### config.mk
export PLATFORM = sky130hd
export DESIGN_NAME = tag_array_ctrl_flat
export DESIGN_NICKNAME = d
export VERILOG_FILES = /design/src/rtl/tag_array_pkg.sv /design/src/rtl/tag_array_ctrl_if.sv /design/src/rtl/tag_way_compare.sv /design/src/rtl/tag_array_ctrl.sv /design/src/flat_wrapper.sv
export SDC_FILE = /design/constraint.sdc
export NUM_CORES = 1
export LEC_CHECK = 0
export BUFFER_PORTS_ARGS = -buffer_cell sky130_fd_sc_hd__buf_2
export CORE_ASPECT_RATIO = 1.4
export CORE_UTILIZATION = 40
export CTS_BUF_LIST = sky130_fd_sc_hd__clkbuf_4 sky130_fd_sc_hd__clkbuf_8
export CTS_CLUSTER_SIZE = 16
export DETAILED_ROUTE_END_ITERATION = 10
export MAX_ROUTING_LAYER = met4
export SLEW_MARGIN = 20
export SYNTH_ARGS = -nofsm -noshare
export SYNTH_HDL_FRONTEND = slang
export SYNTH_SLANG_ARGS = --single-unit
### constraint.sdc
create_clock -name clk -period 5.9 [get_ports clk]
set_input_delay 0.59 -clock clk [delete_from_list [all_inputs] [get_ports clk]]
set_output_delay 0.59 -clock clk [all_outputs]
set_load 0.05 [all_outputs]
### src/rtl/tag_array_pkg.sv
// Shared widths, SRAM entry layout, controller states and address field helpers for the tag array.
package tag_array_pkg;
    localparam int ADDR_WIDTH  = 32;
    localparam int INDEX_BITS  = 6;
    localparam int OFFSET_BITS = 3;
    localparam int TAG_BITS    = ADDR_WIDTH - INDEX_BITS - OFFSET_BITS;
    localparam int WAY_BITS    = TAG_BITS + 1;
    localparam int NUM_SETS    = 1 << INDEX_BITS;

    typedef struct packed {
        logic                valid;
        logic [TAG_BITS-1:0] tag;
    } way_entry_t;

    typedef enum logic [1:0] {INIT, IDLE, WAIT, RESP} state_t;

    function automatic logic [INDEX_BITS-1:0] get_index(input logic [ADDR_WIDTH-1:0] addr);
        return addr[OFFSET_BITS+INDEX_BITS-1:OFFSET_BITS];
    endfunction

    function automatic logic [TAG_BITS-1:0] get_tag(input logic [ADDR_WIDTH-1:0] addr);
        return addr[ADDR_WIDTH-1:OFFSET_BITS+INDEX_BITS];
    endfunction
endpackage

### src/rtl/tag_array_ctrl_if.sv
// Cache-pipeline lookup/fill handshakes plus the 1RW tag SRAM pins; master = pipeline and macro, slave = controller.
interface tag_array_ctrl_if;
    import tag_array_pkg::*;

    logic                  req_valid;
    logic                  req_ready;
    logic [ADDR_WIDTH-1:0] req_addr;
    logic                  resp_valid;
    logic                  resp_ready;
    logic                  resp_hit;
    logic                  resp_way;
    logic                  resp_victim_way;
    logic                  fill_valid;
    logic                  fill_ready;
    logic [ADDR_WIDTH-1:0] fill_addr;
    logic                  fill_way;
    logic                  init_done;
    logic                  sram_csb0;
    logic                  sram_web0_aL;
    logic [1:0]            sram_wmask0;
    logic [INDEX_BITS-1:0] sram_addr0;
    logic [2*WAY_BITS-1:0] sram_din0;
    logic [2*WAY_BITS-1:0] sram_dout0;

    modport master (
        output req_valid, req_addr, resp_ready, fill_valid, fill_addr, fill_way, sram_dout0,
        input  req_ready, resp_valid, resp_hit, resp_way, resp_victim_way, fill_ready, init_done,
               sram_csb0, sram_web0_aL, sram_wmask0, sram_addr0, sram_din0
    );

    modport slave (
        input  req_valid, req_addr, resp_ready, fill_valid, fill_addr, fill_way, sram_dout0,
        output req_ready, resp_valid, resp_hit, resp_way, resp_victim_way, fill_ready, init_done,
               sram_csb0, sram_web0_aL, sram_wmask0, sram_addr0, sram_din0
    );
endinterface

### src/rtl/tag_way_compare.sv
// Splits a 2-way SRAM line into entries and reports per-way valid and tag match; purely combinational.
module tag_way_compare
    import tag_array_pkg::*;
(
    input  logic [2*WAY_BITS-1:0] i_line,
    input  logic [TAG_BITS-1:0]   i_tag,
    output logic [1:0]            o_hit,
    output logic [1:0]            o_valid
);
    for (genvar w = 0; w < 2; w++) begin : g_way
        way_entry_t w_ent;
        assign w_ent      = i_line[w*WAY_BITS +: WAY_BITS];
        assign o_valid[w] = w_ent.valid;
        assign o_hit[w]   = w_ent.valid && (w_ent.tag == i_tag);
    end
endmodule

### src/rtl/tag_array_ctrl.sv
// Tag SRAM initiator: clears all sets after reset, serves lookups with hit/way/LRU victim, writes fills (fill wins).
// Result valid two cycles after accept and held until resp_ready; no lookup or fill is taken while a result is pending.
module tag_array_ctrl
    import tag_array_pkg::*;
(
    input  logic            clk,
    input  logic            rst,
    tag_array_ctrl_if.slave bus
);
    state_t                r_state;
    logic [INDEX_BITS-1:0] r_cnt;
    logic [INDEX_BITS-1:0] r_idx;
    logic [TAG_BITS-1:0]   r_tag;
    logic [NUM_SETS-1:0]   r_lru;
    logic                  r_resp_valid;
    logic                  r_resp_hit;
    logic                  r_resp_way;
    logic                  r_resp_victim;
    logic                  r_init_done;

    logic                  w_fill_go;
    logic                  w_req_go;
    logic [INDEX_BITS-1:0] w_fill_idx;
    logic [INDEX_BITS-1:0] w_req_idx;
    way_entry_t            w_fill_ent;
    logic [1:0]            w_hit;
    logic [1:0]            w_valid;
    logic                  w_hit_way;
    logic                  w_victim;

    assign w_fill_go  = (r_state == IDLE) && bus.fill_valid;
    assign w_req_go   = (r_state == IDLE) && !bus.fill_valid && bus.req_valid;
    assign w_fill_idx = get_index(bus.fill_addr);
    assign w_req_idx  = get_index(bus.req_addr);
    assign w_fill_ent = '{valid: 1'b1, tag: get_tag(bus.fill_addr)};

    tag_way_compare u_cmp (
        .i_line  (bus.sram_dout0),
        .i_tag   (r_tag),
        .o_hit   (w_hit),
        .o_valid (w_valid)
    );

    // A double hit resolves to way 0; victim prefers an empty way before consulting LRU.
    assign w_hit_way = !w_hit[0] && w_hit[1];
    assign w_victim  = !w_valid[0] ? 1'b0 : (!w_valid[1] ? 1'b1 : r_lru[r_idx]);

    always_comb begin
        bus.sram_csb0    = 1'b1;
        bus.sram_web0_aL = 1'b1;
        bus.sram_wmask0  = '0;
        bus.sram_addr0   = '0;
        bus.sram_din0    = '0;
        if (!rst && r_state == INIT) begin
            bus.sram_csb0    = 1'b0;
            bus.sram_web0_aL = 1'b0;
            bus.sram_wmask0  = 2'b11;
            bus.sram_addr0   = r_cnt;
        end else if (w_fill_go) begin
            bus.sram_csb0    = 1'b0;
            bus.sram_web0_aL = 1'b0;
            bus.sram_wmask0  = bus.fill_way ? 2'b10 : 2'b01;
            bus.sram_addr0   = w_fill_idx;
            bus.sram_din0    = {w_fill_ent, w_fill_ent};
        end else if (w_req_go) begin
            bus.sram_csb0    = 1'b0;
            bus.sram_addr0   = w_req_idx;
        end
    end

    always_ff @(posedge clk or posedge rst) begin
        if (rst) begin
            r_state       <= INIT;
            r_cnt         <= '0;
            r_idx         <= '0;
            r_tag         <= '0;
            r_lru         <= '0;
            r_resp_valid  <= 1'b0;
            r_resp_hit    <= 1'b0;
            r_resp_way    <= 1'b0;
            r_resp_victim <= 1'b0;
            r_init_done   <= 1'b0;
        end else begin
            case (r_state)
                INIT: begin
                    r_cnt <= r_cnt + INDEX_BITS'(1);
                    if (&r_cnt) begin
                        r_state     <= IDLE;
                        r_init_done <= 1'b1;
                    end
                end
                IDLE: begin
                    if (w_fill_go) begin
                        r_lru[w_fill_idx] <= ~bus.fill_way;
                    end else if (w_req_go) begin
                        r_idx   <= w_req_idx;
                        r_tag   <= get_tag(bus.req_addr);
                        r_state <= WAIT;
                    end
                end
                // Read data is only valid at this edge; it goes undefined right after.
                WAIT: begin
                    r_resp_hit    <= |w_hit;
                    r_resp_way    <= w_hit_way;
                    r_resp_victim <= w_victim;
                    r_resp_valid  <= 1'b1;
                    if (|w_hit) begin
                        r_lru[r_idx] <= ~w_hit_way;
                    end
                    r_state <= RESP;
                end
                RESP: begin
                    if (bus.resp_ready) begin
                        r_resp_valid <= 1'b0;
                        r_state      <= IDLE;
                    end
                end
                default: r_state <= INIT;
            endcase
        end
    end

    assign bus.req_ready       = w_req_go;
    assign bus.fill_ready      = w_fill_go;
    assign bus.resp_valid      = r_resp_valid;
    assign bus.resp_hit        = r_resp_hit;
    assign bus.resp_way        = r_resp_way;
    assign bus.resp_victim_way = r_resp_victim;
    assign bus.init_done       = r_init_done;
endmodule

### src/flat_wrapper.sv
// flat-port wrapper written by rule: the top's interface ports become plain ports
module tag_array_ctrl_flat import tag_array_pkg::*;
  (clk, rst, bus_req_valid, bus_req_addr, bus_resp_ready, bus_fill_valid, bus_fill_addr, bus_fill_way, bus_sram_dout0, bus_req_ready, bus_resp_valid, bus_resp_hit, bus_resp_way, bus_resp_victim_way, bus_fill_ready, bus_init_done, bus_sram_csb0, bus_sram_web0_aL, bus_sram_wmask0, bus_sram_addr0, bus_sram_din0);
  tag_array_ctrl_if bus_i ();
  input  logic clk;
  input  logic rst;
  input wire logic [$bits(bus_i.req_valid)-1:0] bus_req_valid;
  input wire logic [$bits(bus_i.req_addr)-1:0] bus_req_addr;
  input wire logic [$bits(bus_i.resp_ready)-1:0] bus_resp_ready;
  input wire logic [$bits(bus_i.fill_valid)-1:0] bus_fill_valid;
  input wire logic [$bits(bus_i.fill_addr)-1:0] bus_fill_addr;
  input wire logic [$bits(bus_i.fill_way)-1:0] bus_fill_way;
  input wire logic [$bits(bus_i.sram_dout0)-1:0] bus_sram_dout0;
  output wire logic [$bits(bus_i.req_ready)-1:0] bus_req_ready;
  output wire logic [$bits(bus_i.resp_valid)-1:0] bus_resp_valid;
  output wire logic [$bits(bus_i.resp_hit)-1:0] bus_resp_hit;
  output wire logic [$bits(bus_i.resp_way)-1:0] bus_resp_way;
  output wire logic [$bits(bus_i.resp_victim_way)-1:0] bus_resp_victim_way;
  output wire logic [$bits(bus_i.fill_ready)-1:0] bus_fill_ready;
  output wire logic [$bits(bus_i.init_done)-1:0] bus_init_done;
  output wire logic [$bits(bus_i.sram_csb0)-1:0] bus_sram_csb0;
  output wire logic [$bits(bus_i.sram_web0_aL)-1:0] bus_sram_web0_aL;
  output wire logic [$bits(bus_i.sram_wmask0)-1:0] bus_sram_wmask0;
  output wire logic [$bits(bus_i.sram_addr0)-1:0] bus_sram_addr0;
  output wire logic [$bits(bus_i.sram_din0)-1:0] bus_sram_din0;
  assign bus_i.req_valid = bus_req_valid;
  assign bus_i.req_addr = bus_req_addr;
  assign bus_i.resp_ready = bus_resp_ready;
  assign bus_i.fill_valid = bus_fill_valid;
  assign bus_i.fill_addr = bus_fill_addr;
  assign bus_i.fill_way = bus_fill_way;
  assign bus_i.sram_dout0 = bus_sram_dout0;
  assign bus_req_ready = bus_i.req_ready;
  assign bus_resp_valid = bus_i.resp_valid;
  assign bus_resp_hit = bus_i.resp_hit;
  assign bus_resp_way = bus_i.resp_way;
  assign bus_resp_victim_way = bus_i.resp_victim_way;
  assign bus_fill_ready = bus_i.fill_ready;
  assign bus_init_done = bus_i.init_done;
  assign bus_sram_csb0 = bus_i.sram_csb0;
  assign bus_sram_web0_aL = bus_i.sram_web0_aL;
  assign bus_sram_wmask0 = bus_i.sram_wmask0;
  assign bus_sram_addr0 = bus_i.sram_addr0;
  assign bus_sram_din0 = bus_i.sram_din0;
  tag_array_ctrl u_core (.clk(clk), .rst(rst), .bus(bus_i));
endmodule
Word-level counts from Yosys, hierarchy flattened. Cells that the tools add are included.

Magnitude comparators: 4. Eq/ne operators: 11. $add $sub $neg: 1. Bitwise operators: 3. Mux-type cells: 33. Reductions and logical operators: 22.

Operators by type and width (number): bitwise mux 64 bit (2); 2-to-1 mux 64 bit (2); case mux 64 bit (2 select lines) (1); 2-to-1 mux 48 bit (2); equality test 23 bit (2); 2-to-1 mux 6 bit (3); < comparator 6 x 7 -> 1 bit (second input constant) (2); 2-to-1 mux 2 bit (7); demux 1 bit (select 6 bit) (2); greater-or-equal comparator 6 x 1 -> 1 bit (second input constant) (2); 2-to-1 mux 1 bit (11); inequality test 2 bit (second input constant) (5); logical AND 1 bit (9); case mux 2 bit (4 select lines) (1); AND reduction 7 bit (1); adder 6 x 1 -> 6 bit (second input constant) (1); binary-select mux 1 bit (select 6 bit) (1); AND reduction 3 bit (2); AND reduction 6 bit (1); equality test 2 bit (second input constant) (2); AND reduction 4 bit (1); nonzero test 2 bit (2); zero test 1 bit (3); NOT 1 bit (3); other kinds (6) (6).

Register bits after elaboration: 106. Word-level logic and storage cells: 84. Output and inout port bits: 65. Input bits: 118.

Logic depth before layout (Yosys ltp). Gate-level depths: netlist (run 1).

Word-level depth: 8. Mapped depth: 9.

Hierarchy. A second synthesis (run 1) with hierarchy kept.

Cell total of the unflattened synthesis: 836. Area total of the unflattened synthesis: 7642.3 um2.

By module, submodules not included: tag_array_ctrl (cells each 772, times used 1, area each 7116.8 um2); tag_way_compare (cells each 64, times used 1, area each 525.5 um2).

Worst setup path before layout (run 1). No wires, ideal clock.

Path kind: in2out. Start: input rst. End: output bus_sram_addr0[5]. Buffers on the path: 0. Path slack: 0.946 ns. Cell stages on the path: 3. Arrival: 4.364 ns. Cell sequence: inv_1 > nand2_1 > a31oi_1.

Cells in the longest elaborated chain, start to end: 3.

Ends and longest elaborated chain: from (decl) (line flat_wrapper.sv:6) `input logic rst;`; zero test 1 bit (line tag_array_ctrl.sv:54) `if (!rst && r_state == INIT) begin`; logical AND 1 bit (line tag_array_ctrl.sv:54); 2-to-1 mux 6 bit (line tag_array_ctrl.sv:54); to (decl) (line flat_wrapper.sv:24) `output wire logic [$bits(bus_i.sram_addr0)-1:0] bus_sram_addr0;`.

Every way passes these cells.

Worst setup path after layout (run 1).
Start: register u_core.r_state[1]. End: output bus_sram_csb0.

Cells in the longest elaborated chain, start to end: 6. Elaborated cells on any way between the ends: 9. Those cells by class: eq/ne (1); mux (3); reduce/logical (5).

Ends and longest elaborated chain: from (decl) (line tag_array_ctrl.sv:10) `state_t r_state;`; from (signal assigned) (line tag_array_ctrl.sv:73) `r_state <= INIT;`; from (signal assigned) (line tag_array_ctrl.sv:88) `r_state <= IDLE;`; from (signal assigned) (line tag_array_ctrl.sv:98) `r_state <= WAIT;`; equality test 2 x 1 -> 1 bit (line tag_array_ctrl.sv:31, tag_array_ctrl.sv:32); logical AND 1 bit (2 in a row) (line tag_array_ctrl.sv:32) `assign w_req_go = (r_state == IDLE) && !bus.fill_valid && bus.req_valid;`; 2-to-1 mux 1 bit (line tag_array_ctrl.sv:65) `end else if (w_req_go) begin`; 2-to-1 mux 1 bit (line tag_array_ctrl.sv:59) `end else if (w_fill_go) begin`; 2-to-1 mux 1 bit * (line tag_array_ctrl.sv:54); to (decl) (line flat_wrapper.sv:21) `output wire logic [$bits(bus_i.sram_csb0)-1:0] bus_sram_csb0;`.

Every way passes the cells marked *; elsewhere a longest branch is shown, timed or not.

==> results of run 1 <==
-- flip-flops by register name (all words and copies together), names as in the netlist --
| name | count |
|---|---|
| u_core.r_idx | 6 |
| u_core.r_lru | 64 |
| u_core.r_tag | 23 |
| u_core.bus.resp_hit | 1 |
| u_core.bus.init_done | 1 |
| u_core.bus.resp_victim_way | 1 |
| u_core.bus.resp_valid | 1 |
| u_core.r_cnt | 6 |
| u_core.bus.resp_way | 1 |
| u_core.r_state | 2 |
-- worst paths after layout --
check                                      from                    end  slack [ns]
max                           u_core.r_state[1]          bus_sram_csb0        2.53
min                                         rst        u_core.r_cnt[0]        0.24
max reg2reg                     u_core.r_idx[1]        u_core.r_lru[6]        2.69
min reg2reg                u_core.bus.init_done   u_core.bus.init_done        0.50
max in group asynchronous                   rst       u_core.r_lru[37]        4.36
min in group clk                 bus_resp_ready  u_core.bus.resp_valid        0.39
-- power by group through the flow --
stage	Clock, mW	Combinational (mW)	Sequential [mW]
2_1_floorplan	0	0.109	0.754
3_3_place_gp	0	0.192	0.762
3_5_place_dp	0	0.193	0.762
4_1_cts	0.625	0.193	0.748
5_1_grt	0.650	0.209	0.749
6_report	0.620	0.196	0.748
-- critical path, stage by stage (launching register included) --
cell     delay, ns
dfrtp_1       0.43
inv_1         0.09
ha_1          0.21
inv_1         0.11
nor3_2        0.73
buf_4         0.47
nor3_1        0.11
buf_2         0.24
-- cells by family (layout without fill, tap and decap cells) --
kind of cell	count (synthesis)	count (layout)
compound gates	178	178
xor+xnor	51	51
fa+ha+maj	5	5
buf+inv	98	211
flops	106	106
mux	108	108
simple gates	243	243
-- area by class of cell --
cell class | count | area (um^2)
clock buffer | 10 | 138
clock inverter | 6 | 136
fill | 1887 | 9890
inverter | 10 | 40.0
multi-input combinational | 585 | 4640
sequential | 106 | 2650
tap | 244 | 305
timing repair buffer | 185 | 948
-- through the flow --
stage                     cell area [um^2]  utilization
final                                 8860        0.473
after global routing                  8860        0.473
after detailed placement              8580        0.458
after floorplan                       7740            -
after CTS                             8860        0.472
after global placement                8580        0.458
-- layer usage --
metal,vias up,track usage
met2,457,0.491
met1,3530,0.317
met3,111,0.0438
li1,3205,-
met4,0,0.179
met5,-,-
-- placed cells by master (no fill, tap or decap), types with 14 or more instances in the layout --
cell | synthesis | routed
nor2_1 | 42 | 41
nor3_2 | 36 | 39
buf_2 | 15 | 176
and2_1 | 25 | 25
o32ai_1 | 62 | 62
nand2_1 | 38 | 38
a22oi_1 | 67 | 67
nor3_1 | 35 | 32
nand3_1 | 14 | 14
xor2_1 | 42 | 42
dfrtp_1 | 106 | 106
mux2_2 | 97 | 97
==> key figures, run 1 <==
Floorplan
  • Die W: ~120 um
  • Initial core utilization: 0.413
  • Total core area: 18800 um^2
  • Std cell rows: 59
  • Die Span Y: around 170 um
  • IO Pins: 183
  • Die area: roughly 20000 um^2

STA
  • Hold violation count in the final report: 0
  • Final Setup Violations: 0
  • Clk_skew: between 0.015 and 0.02 ns
  • Setup TNS: 0 ns
  • Final period util: 0.571
  • Final worst setup slack: roughly 2.5 ns
  • Worst-margin pin slew: roughly 1.2 ns
  • RSZ-0062 raised after global routing: false
  • Final Max Slew Viols: 0
  • Post-route minimum period: ~3.4 ns
  • Relative slew slack: 0.218
  • Worst hold slack: ~0.24 ns
  • Fmax: around 300 MHz

Yosys
  • Top-count cell post-synth: dfrtp_1
  • Synth Area in Simple Gates: 0.184
  • Post-synthesis instance total: around 790
  • Synth Area in Adders: 0.00808
  • Synth top cells by count: 106 x dfrtp_1, 97 x mux2_2, 67 x a22oi_1
  • Synth Area in Compound Gates: 0.181
  • Ys Warns: 0
  • Main combinational cell family by area after synthesis: simple AND/OR/NAND/NOR gates
  • Synth Flop Type: dfrtp_1
  • Synth Area per Inst: between 9 and 10 um^2
  • Most area-hungry cell type in the Yosys netlist: dfrtp_1
  • Synth Area in XOR/XNOR: 0.0577
  • Number of synthesized flops with an enable pin: 0
  • Register area share after synthesis: 0.343
  • Multiplexer share of the synthesized area: 0.160
  • Async S/R FF share, synth: 1.00
  • Mapped Area: about 7700 um^2
  • Synth cell types: 52
  • Number of synthesized register bits: 106
  • Synth top area share: 0.343
  • Synth area leaders: dfrtp_1 34%, mux2_2 14%, o32ai_1 7.0%, a22oi_1 6.5%, xor2_1 4.8%
  • Net count after synthesis: slightly above 900

Worst setup path
  • Critical path class: flip-flop to output pin
  • Crit Path Max Fanout: 25
  • CP endpoint kind: output pin
  • Crit path DAT: between 2 and 3 ns
  • Req. time, crit path: 5.31 ns
  • Reg2reg path depth: 6
  • CP Launch Type: flip-flop

Drt
  • Routed WL per cell: about 24 um
  • Vias per cell: ~6.4
  • Met1 WL: ~10 mm
  • DRC: 0
  • Routed via count: between 7000 and 8000
  • Met2 wire length: about 14 mm
  • Highest Signal Layer: met4
  • 1st-iter DRT viols: around 780
  • DRT Pass-1 Iters: 7
  • Routed WL: between 20 and 30 mm
  • Metal3 WL: between 2 and 2.5 mm
  • Routed Antenna Nets: 0

Global routing
  • Number of global-route vias before repair: roughly 7500
  • Initial antenna violation count: 0
  • GRT Resource Usage Total: 0.290
  • Grt total ovfl: 0
  • Largest net degree at the start of global routing: 67
  • First-pass GRT wire length: about 42 mm

Power
  • Worst vdd ir: ~0.00011 V
  • Cell internal pwr: 1.14 mW
  • Tot Pwr: between 1.5 and 2 mW
  • Pwr per Cell Area: around 180 nW/um^2
  • Leakage: roughly 3.7 nW
  • Power share of the clock group: 0.396
  • Comb power frac: 0.125
  • Switch share: 0.272
  • Sw power: roughly 0.43 mW
  • Register share of total power: 0.478

CTS
  • CTS-repair resized insts: 0
  • Bufs on Longest Clock Path: 2
  • Sink Count: about 110
  • Latest clock arrival within the worst-skew pair: between 0.4 and 0.5 ns
  • Worst-path clk slew: about 0.10 ns
  • CTS Buf Count: 9
  • H-tree Lvls: 3
  • Root Driver: clkbuf_8
  • CTS Hold Bufs: 0
  • CTS tree: done
  • Post-CTS setup buffers: 0

Final layout
  • Diode count: 0
  • Layout Nets: roughly 1000
  • Final cell count without fillers: 1146
  • Synth-to-Final Area Change: 14.4%
  • Share of cells above drive strength 1: 0.390

Place
  • Port Buffers: roughly 180
  • Pre-CTS setup slack: 2.60 ns
  • Cell count after placement: 1130
  • Routability Congestion: ~0.96
  • Post-DP HPWL: between 15 and 20 mm

Hold path
  • Hold/Removal Path Class: primary input to asynchronous set/reset pin

Run status
  • Run status: completed

Flow run
  • Max cap viols: 0
Power figures use the tool's default switching activity.
==> inputs of run 2 (changes only) <==
==> constraint.sdc (replaced) <==
create_clock -name clk -period 2.7 [get_ports clk]
set_input_delay 0.27 -clock clk [delete_from_list [all_inputs] [get_ports clk]]
set_output_delay 0.27 -clock clk [all_outputs]
set_load 0.05 [all_outputs]
==> run 2 against run 1 <==
Compared with the run above:
- clock-buffer cell count down 1
- clock power up 60%
- worst hold slack worse by 0.18 ns
- sequential power up 120%
- global-route usage down 0.45 points
- critical path depth unchanged
- die area unchanged
- first-iteration DRC count down 4.0%
- non-clock buffer count up 45
- utilization up 2.0 points
- largest cell class unchanged
==> key figures, run 2 (synthesis results as in run 1) <==
Final layout
  • Most flop-heavy register: u_core.r_lru (unchanged)
  • Final instance area: 9240 um^2 (was 8860 um^2)
  • Filler Cell Count: 1859 (was 1887)
  • Synth-to-Final Area Change: 19.3% (was 14.4%)
  • Layout Nets: 1065 (was 1020)
  • Final cell count without fillers: 1191 (was 1146)
  • Share of cells above drive strength 1: 0.434 (was 0.390)
  • Top flop regs: u_core.r_lru x64, u_core.r_tag x23 (unchanged)
  • Largest register FFs: 64 (unchanged)
  • Commonest non-fill, non-tap cell in the layout: buf_2 (unchanged)
  • Commonest cells after routing, fill and taps aside: 176 x buf_2, 106 x dfrtp_1, 97 x mux2_2, 67 x a22oi_1, 62 x o32ai_1 (unchanged)
  • Fin util: 0.493 (was 0.473)

Floorplan
  • Initial core utilization: 0.413 (unchanged)
  • Die W: 120 um (unchanged)
  • Total core area: 18800 um^2 (unchanged)
  • IO Pins: 183 (unchanged)
  • Die Span Y: 167 um (unchanged)
  • Die area: 19900 um^2 (unchanged)
  • Std cell rows: 59 (unchanged)

CTS
  • Sink Count: 106 (unchanged)
  • CTS Hold Bufs: 0 (unchanged)
  • H-tree Lvls: 3 (unchanged)
  • CTS tree: done (unchanged)
  • Post-CTS setup buffers: 0 (unchanged)
  • Latest clock arrival within the worst-skew pair: 0.41 ns (about the same)
  • Bufs on Longest Clock Path: 2 (unchanged)
  • CTS Buf Count: 9 (unchanged)
  • Worst-path clk slew: 0.13 ns (was 0.10 ns)
  • Root Driver: clkbuf_8 (unchanged)

Place
  • Post-DP HPWL: 18.7 mm (was 19.0 mm)
  • Cell count after placement: 1175 (was 1130)
  • Routability Congestion: 0.948 (was 0.957)
  • Area after DPL: 9040 um^2 (was 8580 um^2)
  • Port Buffers: 176 (unchanged)

STA
  • Relative slew slack: 0.541 (was 0.218)
  • Clk_skew: 0.0251 ns (was 0.0157 ns)
  • Final period util: 0.957
  • Final Setup Violations: 0 (unchanged)
  • Post-route minimum period: approximately 2.6 ns
  • Worst-margin pin slew: 0.689 ns (was 1.17 ns)
  • Fmax: 387 MHz
  • Hold violation count in the final report: 0 (unchanged)
  • RSZ-0062 raised after global routing: false (unchanged)
  • Final Max Slew Viols: 0 (unchanged)

Drt
  • Routed via count: 7360 (was 7303)
  • Routed WL: 27.5 mm (was 27.8 mm)
  • 1st-iter DRT viols: 750 (was 781)
  • Vias per cell: 6.18 (was 6.37)
  • Routed WL per cell: 23.1 um (was 24.3 um)
  • DRT Pass-1 Iters: 6 (was 7)
  • Routed Antenna Nets: 0 (unchanged)
  • DRC: 0 (unchanged)

Global routing
  • Number of global-route vias before repair: 7559 (was 7486)
  • Grt total ovfl: 0 (unchanged)
  • GRT Resource Usage Total: 0.286 (was 0.290)
  • Largest net degree at the start of global routing: 107 (was 67)
  • First-pass GRT wire length: 42.4 mm (about the same)
  • Initial antenna violation count: 0 (unchanged)

Power
  • Leakage: 3.96 nW (was 3.75 nW)
  • Worst vdd ir: 0.000260 V (was 0.000113 V)
  • Pwr per Cell Area: 335 nW/um^2 (was 176 nW/um^2)
  • Tot Pwr: 3.10 mW (was 1.56 mW)

Worst setup path
  • RR Startpoint: u_core.r_tag[3] (was u_core.r_idx[1])
  • Worst path slowest cell: dfrtp_1 (was nor3_2)
  • Worst-path cell chain: xor2_1 -> nor4_1 -> nand4_1 -> o221a_2 -> buf_12 -> nor3_1 -> mux2_2 (was inv_1 -> ha_1 -> inv_1 -> nor3_2 -> buf_4 -> nor3_1 -> buf_2)
  • CP startpoint: u_core.r_tag[3] (was u_core.r_state[1])
  • CP endpoint kind: flip-flop (was output pin)
  • Req. time, crit path: 2.99 ns (was 5.31 ns)
  • CP max stage delay: 0.44 ns (was 0.73 ns)
  • CP Launch Type: flip-flop (unchanged)
  • Crit path DAT: 2.87 ns (was 2.78 ns)
  • Critical path class: flip-flop to flip-flop (was flip-flop to output pin)
  • Crit Path Max Fanout: 66 (was 25)

Hold path
  • Hold/Removal Path Class: primary input to asynchronous set/reset pin (unchanged)

Run status
  • Run status: completed (unchanged)

Flow run
  • Max cap viols: 0 (unchanged)
==> run 2: cell count changes in the layout (fill, tap and decap cells not counted), moves of 4 or more <==
cell	previous run	this run
buf_4	9	48
and2_1	25	16
and2_2	0	9
buf_12	0	6
nor2_1	41	36
nor2_4	0	5
bufinv_16	4	0
==> run 2: cell type report <==
class                           instances  area, um^2  area share
Clock inverter                          6        53.8     0.00583
Sequential cell                       106        2650       0.287
Timing Repair Buffer                  230        1360       0.147
Antenna cell                            1        2.50    0.000271
Clock buffer                            9         124      0.0134
Multi-Input combinational cell        585        4690       0.508
Inverter                               10        41.3     0.00447
Tap cell                              244         305      0.0331
==> run 2: worst max-delay path, delay by kind of cell (launching register included) <==
kind	cells	cell delay, ns
muxes	1	0.35
xor gates and xnor gates	1	0.18
DFF	1	0.44
and+or+nand+nor	3	0.84
buffers and inverters	1	0.23
AOI/OAI and AO/OA	1	0.38
==> run 2: routing by layer <==
layer  vias to the layer above  global-route usage  wire length (um)  share of wire
li1                       3295                   -                 -              -
met4                         0               0.163              1560          0.057
met1                      3555               0.345             10700           0.39
met2                       383               0.444             13100           0.48
met5                         -                   -                 0              0
met3                       127              0.0531              2130          0.078
==> run 2: repair_timing <==
item,4_1_cts,5_1_grt
gates resized for setup,0,3
hold endpoints to repair,0,0
setup endpoints to repair,0,60
==> run 2: power breakdown <==
part | internal (mW) | total, mW | leakage (nW) | switching [mW]
Sequential | 1.60 | 1.64 | 1.43 | 0.0334
Clock | 0.352 | 0.994 | 0.0890 | 0.642
Combinational | 0.177 | 0.465 | 2.44 | 0.288
==> run 2: path summary, 6_finish.rpt <==
path                                   endpoint  cells past startpoint  slack [ns]
hold / removal                  u_core.r_idx[2]                      3        0.06
min in group clk                u_core.r_tag[6]                      2        0.07
setup reg to reg               u_core.r_lru[19]                      7        0.12
setup / recovery               u_core.r_lru[19]                      7        0.12
max in group asynchronous      u_core.r_lru[23]                      3        2.18
hold reg to reg            u_core.bus.init_done                      1        0.47
==> run 2: through the flow <==
stage	setup WS [ns]	hold slack, ns	TNS [ns]
after floorplan	-0.489	0.379	-3.65
after global placement	0.189	0.436	0
after detailed placement	0.153	0.444	0
after CTS	0.0778	0.0654	0
after global routing	0.00621	0.0666	0
final	0.117	0.0579	0
